## config.mk

```make
export PLATFORM = sky130hd
export DESIGN_NAME = memoria_rf
export DESIGN_NICKNAME = d
export VERILOG_FILES = /design/src/rtl/memoria_pkg.sv /design/src/rtl/memoria_rf_init.sv /design/src/rtl/memoria_rf.sv
export SDC_FILE = /design/constraint.sdc
export NUM_CORES = 1
export LEC_CHECK = 0
export ABC_AREA = 0
export BUFFER_PORTS_ARGS = -buffer_cell sky130_fd_sc_hd__buf_4
export CAP_MARGIN = 20
export CORE_MARGIN = 3
export CORE_UTILIZATION = 25
export CTS_CLUSTER_SIZE = 24
export DETAILED_ROUTE_END_ITERATION = 6
export SYNTH_ARGS = -nofsm -noshare
export SYNTH_HDL_FRONTEND = slang
export SYNTH_HIERARCHICAL = 1
export SYNTH_SLANG_ARGS = --single-unit
```

## constraint.sdc

```tcl
create_clock -name clk -period 3.55 [get_ports clk]
set_input_delay 0 -clock clk [delete_from_list [all_inputs] [get_ports clk]]
set_output_delay 0 -clock clk [all_outputs]
set_load 0.01 [all_outputs]
```

## src/rtl/memoria_pkg.sv

```systemverilog
// memoria_pkg: shared types and helpers for the memoria_rf register file.
//   state_e    - init-sweep FSM states (StInit, StReady)
//   DefWidth   - default data width
//   DefDepth   - default number of entries
//   addr_legal - true when an address falls inside the populated range
package memoria_pkg;

  localparam int unsigned DefWidth = 16;
  localparam int unsigned DefDepth = 16;

  typedef enum logic {
    StInit,
    StReady
  } state_e;

  // Depth need not be a power of two, so the top address codes can be unpopulated.
  function automatic logic addr_legal(input int unsigned addr, input int unsigned depth);
    return addr < depth;
  endfunction

endpackage

```

## src/rtl/memoria_rf_init.sv

```systemverilog
// memoria_rf_init: post-reset clearing sweep for memoria_rf.
// Walks idx from 0 to DEPTH-1, one entry per cycle, then parks in StReady.
// Ports:
//   clk         - system clock, rising edge
//   rst         - synchronous active-high reset; restarts the sweep at idx 0
//   busy_o      - high while the sweep runs
//   init_we_o   - write strobe for the entry being cleared
//   init_addr_o - entry being cleared this cycle
//   done_o      - pulses on the cycle that clears the last entry
module memoria_rf_init
  import memoria_pkg::*;
#(
  parameter int unsigned DEPTH = DefDepth,
  parameter int unsigned AW    = $clog2(DEPTH)
) (
  input  logic          clk,
  input  logic          rst,
  output logic          busy_o,
  output logic          init_we_o,
  output logic [AW-1:0] init_addr_o,
  output logic          done_o
);

  localparam logic [AW-1:0] LastIdx = AW'(DEPTH - 1);

  state_e        state_q, state_d;
  logic [AW-1:0] idx_q, idx_d;

  always_ff @(posedge clk) begin
    if (rst) begin
      state_q <= StInit;
      idx_q   <= '0;
    end else begin
      state_q <= state_d;
      idx_q   <= idx_d;
    end
  end

  always_comb begin
    state_d   = state_q;
    idx_d     = idx_q;
    busy_o    = 1'b0;
    init_we_o = 1'b0;
    done_o    = 1'b0;
    unique case (state_q)
      StInit: begin
        busy_o    = 1'b1;
        init_we_o = 1'b1;
        if (idx_q == LastIdx) begin
          done_o  = 1'b1;
          idx_d   = '0;
          state_d = StReady;
        end else begin
          idx_d = idx_q + AW'(1);
        end
      end
      StReady: state_d = StReady;
    endcase
  end

  assign init_addr_o = idx_q;

endmodule

```

## src/rtl/memoria_rf.sv

```systemverilog
// memoria_rf: parametrised register file, one write port, two registered read
// ports with write-first bypass. Storage has no per-entry reset; it is cleared by
// the memoria_rf_init sweep so the array can map onto RAM.
// Optional feature macro: MEMORIA_RF_ZERO_REG_EN (entry 0 reads as zero, writes
// to it are dropped, including on the bypass path).
// Ports:
//   clk, rst      - clock (rising edge), synchronous active-high reset
//   w, waddr, s   - write enable, address, data (ignored while busy)
//   rd, ra, rb    - read request and the two read addresses
//   qa, qb        - registered read data
//   rvalid        - one-cycle pulse, qa/qb valid
//   busy          - high while the clearing sweep runs
module memoria_rf
  import memoria_pkg::*;
#(
  parameter int unsigned N     = DefWidth,
  parameter int unsigned DEPTH = DefDepth,
  // Derived; do not override.
  parameter int unsigned AW    = $clog2(DEPTH)
) (
  input  logic          clk,
  input  logic          rst,
  input  logic          w,
  input  logic [AW-1:0] waddr,
  input  logic [N-1:0]  s,
  input  logic          rd,
  input  logic [AW-1:0] ra,
  input  logic [AW-1:0] rb,
  output logic [N-1:0]  qa,
  output logic [N-1:0]  qb,
  output logic          rvalid,
  output logic          busy
);

`ifdef MEMORIA_RF_ZERO_REG_EN
  localparam bit ZeroReg = 1'b1;
`else
  localparam bit ZeroReg = 1'b0;
`endif

  logic [N-1:0]  mem [DEPTH];
  logic          init_we;
  logic [AW-1:0] init_addr;
  logic          init_done;
  logic          unused_done;
  logic          user_we;
  logic          rd_ok;
  logic [N-1:0]  rdata_a;
  logic [N-1:0]  rdata_b;

  memoria_rf_init #(
    .DEPTH(DEPTH),
    .AW   (AW)
  ) u_init (
    .clk        (clk),
    .rst        (rst),
    .busy_o     (busy),
    .init_we_o  (init_we),
    .init_addr_o(init_addr),
    .done_o     (init_done)
  );

  assign unused_done = init_done;

  assign user_we = !rst && !busy && w && addr_legal(32'(waddr), DEPTH) &&
                   !(ZeroReg && (waddr == '0));
  assign rd_ok   = rd && !busy;

  always_ff @(posedge clk) begin
    if (!rst && init_we) begin
      mem[init_addr] <= '0;
    end else if (user_we) begin
      mem[waddr] <= s;
    end
  end

  // Write-first: a same-cycle write to the read address wins over the array.
  always_comb begin
    rdata_a = '0;
    if (addr_legal(32'(ra), DEPTH) && !(ZeroReg && (ra == '0))) begin
      rdata_a = (w && (waddr == ra)) ? s : mem[ra];
    end
  end

  always_comb begin
    rdata_b = '0;
    if (addr_legal(32'(rb), DEPTH) && !(ZeroReg && (rb == '0))) begin
      rdata_b = (w && (waddr == rb)) ? s : mem[rb];
    end
  end

  always_ff @(posedge clk) begin
    if (rst) begin
      qa     <= '0;
      qb     <= '0;
      rvalid <= 1'b0;
    end else begin
      rvalid <= rd_ok;
      if (rd_ok) begin
        qa <= rdata_a;
        qb <= rdata_b;
      end
    end
  end

endmodule
```

==> results.tsv <==
metric	value	unit
status	completed	
syn_inst	771	
tns	0	ns
final_layout_size_suffix_gt1_frac	0.311	
synthDistinctLibCells	43	
cts_sinks	294	
grt_use_total	0.128	
setup_viol	0	
cts_setup_buffers	0	
finalCriticalPeriod	3.08	ns
rsz0062_at_grt	no	
worstPathCellList	inv_1, or4b_2, a21oi_1, nand2_1, nor2_2	
final_nets	886	
ios	66	
finalPower	7.43	mW
slew_viol_final	0	
start_util	0.256	
worst_setup_path_start_kind	flop	
synthArstFlopShare	0	
drv_cap	0	
grt_pass1_vias	8238	
synth_area_per_cell	17.6	um^2
maxSlewHeadroom	0.182	
cts_tree	done	
hold_viol	0	
drtAntennaViolNets	0	
end_kind	flop	
final_cell_mix	256 x edfxtp_1, 108 x mux4_2, 84 x buf_4, 71 x nor2_1, 64 x a22oi_1	
cellPowerDensity	462	nW/um^2
fill_cells	5155	
die_area	57200	um^2
cp_max_fo	16	
yosysWarnings	6	
numCtsBuffers	30	
layout_commonest_cell	edfxtp_1	
dr.pass1.iters	5	
clockBufferDepth	3	
synthFlopType	edfxtp_1	
fin_skew	0.0186	ns
setup.worst_path.class	reg2reg	
tightestPinTransition	1.22	ns
reg2reg_from	u_init/state_q$_SDFF_PP0_	
worstSkewPairLatency	0.57	ns
stdcell_count	1564	
fmax	325	MHz
cpPeakStageDelay	0.90	ns
hold_class	in2reg	
syn_area	13600	um^2
syn2layout_area_growth	18.2	%
htree_levels	1	
io_buffers	65	
hpwl	23700	um
vias	7860	
worst_slack	0.475	ns
syn_nets	804	
grt_pass1_wl	53600	um
ys_ff_latch	294	
drc	0	
clkTransAtPathRegs	0.07	ns
crit_path_top_delay_cell	nor2_2	
worstPathArrival	3.25	ns
hold_start	waddr[2]	
wl_per_cell	23.5	um
overflow	0	
min_path_cells	4	
core	53200	um^2
rr_worst_depth	5	
vdd_drop_max	405	uV
fin_crit_sh	0.866	
die_w	239	um
dp_cells	1490	
r2r_setup_slack	0.47	ns
drt_wl_total	36700	um
r2r_end	mem[4][11]$_DFFE_PP_	
fp.dieH	239	um
root_buffer	clkbuf_16	
synth_edf_count	256	
num_rows	84	
diodes	0	
first_iter_violations	638	
whs_endpoint	mem[11][2]$_DFFE_PP_	
leakagePower	5.59	nW
viasPerCell	5.03	
gp_congestion	0.797	
cp_data_required_time	3.72	ns
seq_area_frac_synth	0.621	
antenna_found_initial	0	
place_ws	0.472	ns
grt_max_degree	56	
[state kept, by name, summed over array words and instances (netlist names)]
name and flops:
qa 16, u_init/state_q 1, rvalid 1, mem 256, u_init/init_addr_o 4, qb 16
[cells by family (layout without fill, tap and decap cells)]
| logic type | after synthesis | after routing | share of synthesized area |
|---|---|---|---|
| flops | 294 | 294 | 0.621 |
| buf+inv | 63 | 168 | 0.0300 |
| mux | 131 | 131 | 0.220 |
| compound gates | 107 | 107 | 0.0665 |
| simple gates | 165 | 165 | 0.0554 |
| xor+xnor | 10 | 10 | 0.00644 |
| fa+ha+maj | 1 | 1 | 0.000920 |
[synthesized netlist by cell type, types with 2 or more instances]
cell type	instances	area, um^2
a21oi_1	4	20.0
a22oi_1	64	480
a31oi_1	4	25.0
and2_1	18	113
buf_1	8	30.0
buf_12	3	60.1
buf_2	11	55.1
buf_4	5	37.5
buf_6	8	90.1
clkbuf_1	19	71.3
clkbuf_8	2	27.5
dfxtp_1	38	761
edfxtp_1	256	7690
inv_1	4	15.0
mux2i_1	2	20.0
mux4_1	18	473
mux4_2	108	2430
mux4_4	2	50.1
nand2_1	38	143
nand4_1	2	12.5
nor2_1	87	327
nor2b_1	7	43.8
nor3b_1	2	15.0
o21ai_1	2	10.0
o221a_1	32	360
or2_2	2	12.5
xnor2_1	9	78.8
[routing by layer]
layer	part of all wire	vias up	GRT usage	wire (um)
li1	-	3379	-	-
met1	0.38	4096	0.150	13900
met2	0.52	325	0.229	19000
met3	0.076	60	0.0310	2810
met4	0.026	0	0.0425	954
met5	0	-	0	0
[per-stage QoR]
| stage | hold WS, ns | util | cell area, um^2 |
|---|---|---|---|
| finish | 0.191 | 0.302 | 16100 |
| floorplan | 0.0691 | - | 13600 |
| CTS | 0.151 | 0.302 | 16000 |
| detailed placement | 0.303 | 0.280 | 14900 |
| global route | 0.180 | 0.302 | 16100 |
| global placement | 0.301 | 0.278 | 14800 |
[power breakdown]
group / switching [mW] / internal [mW]
Clock: 1.31 / 1.86
Sequential: 0.0182 / 3.75
Combinational: 0.276 / 0.217
Total: 1.61 / 5.82
[worst max-delay path: cells and delay by family (launching register included)]
kind / cells / cell delay, ns
flops: 1 / 0.43
buf+inv: 1 / 0.24
compound gates: 1 / 0.23
simple gates: 3 / 1.79
[cell type report]
cell class / instances / area (um^2) / share of cell area
Sequential cell: 294 / 8450 / 0.526
Inverter: 4 / 15.0 / 0.000934
Tap cell: 688 / 861 / 0.0536
Multi-Input combinational cell: 414 / 4790 / 0.298
Clock buffer: 39 / 826 / 0.0514
Timing Repair Buffer: 109 / 961 / 0.0598
Clock inverter: 16 / 166 / 0.0104
[how the worst max path moves through the flow]
stage                               from                    end  slack, ns  depth (start not counted)
3_5_place_dp   u_init/state_q$_SDFF_PP0_  mem[13][10]$_DFFE_PP_       0.47                          5
2_1_floorplan  u_init/state_q$_SDFF_PP0_    mem[5][0]$_DFFE_PP_       0.78                          6
5_1_grt        u_init/state_q$_SDFF_PP0_   mem[5][13]$_DFFE_PP_       0.33                          5
4_1_cts        u_init/state_q$_SDFF_PP0_   mem[13][0]$_DFFE_PP_       0.48                          5
3_3_place_gp   u_init/state_q$_SDFF_PP0_    mem[7][9]$_DFFE_PP_       0.48                          5
6_report       u_init/state_q$_SDFF_PP0_   mem[4][11]$_DFFE_PP_       0.47                          5
[what timing repair did]
item                       CTS  global route
setup endpoints to repair    0             0
hold buffers                17             0
hold endpoints to repair    38             0
resized for setup            0             0
Note: power is estimated with default switching activity, not from simulation.
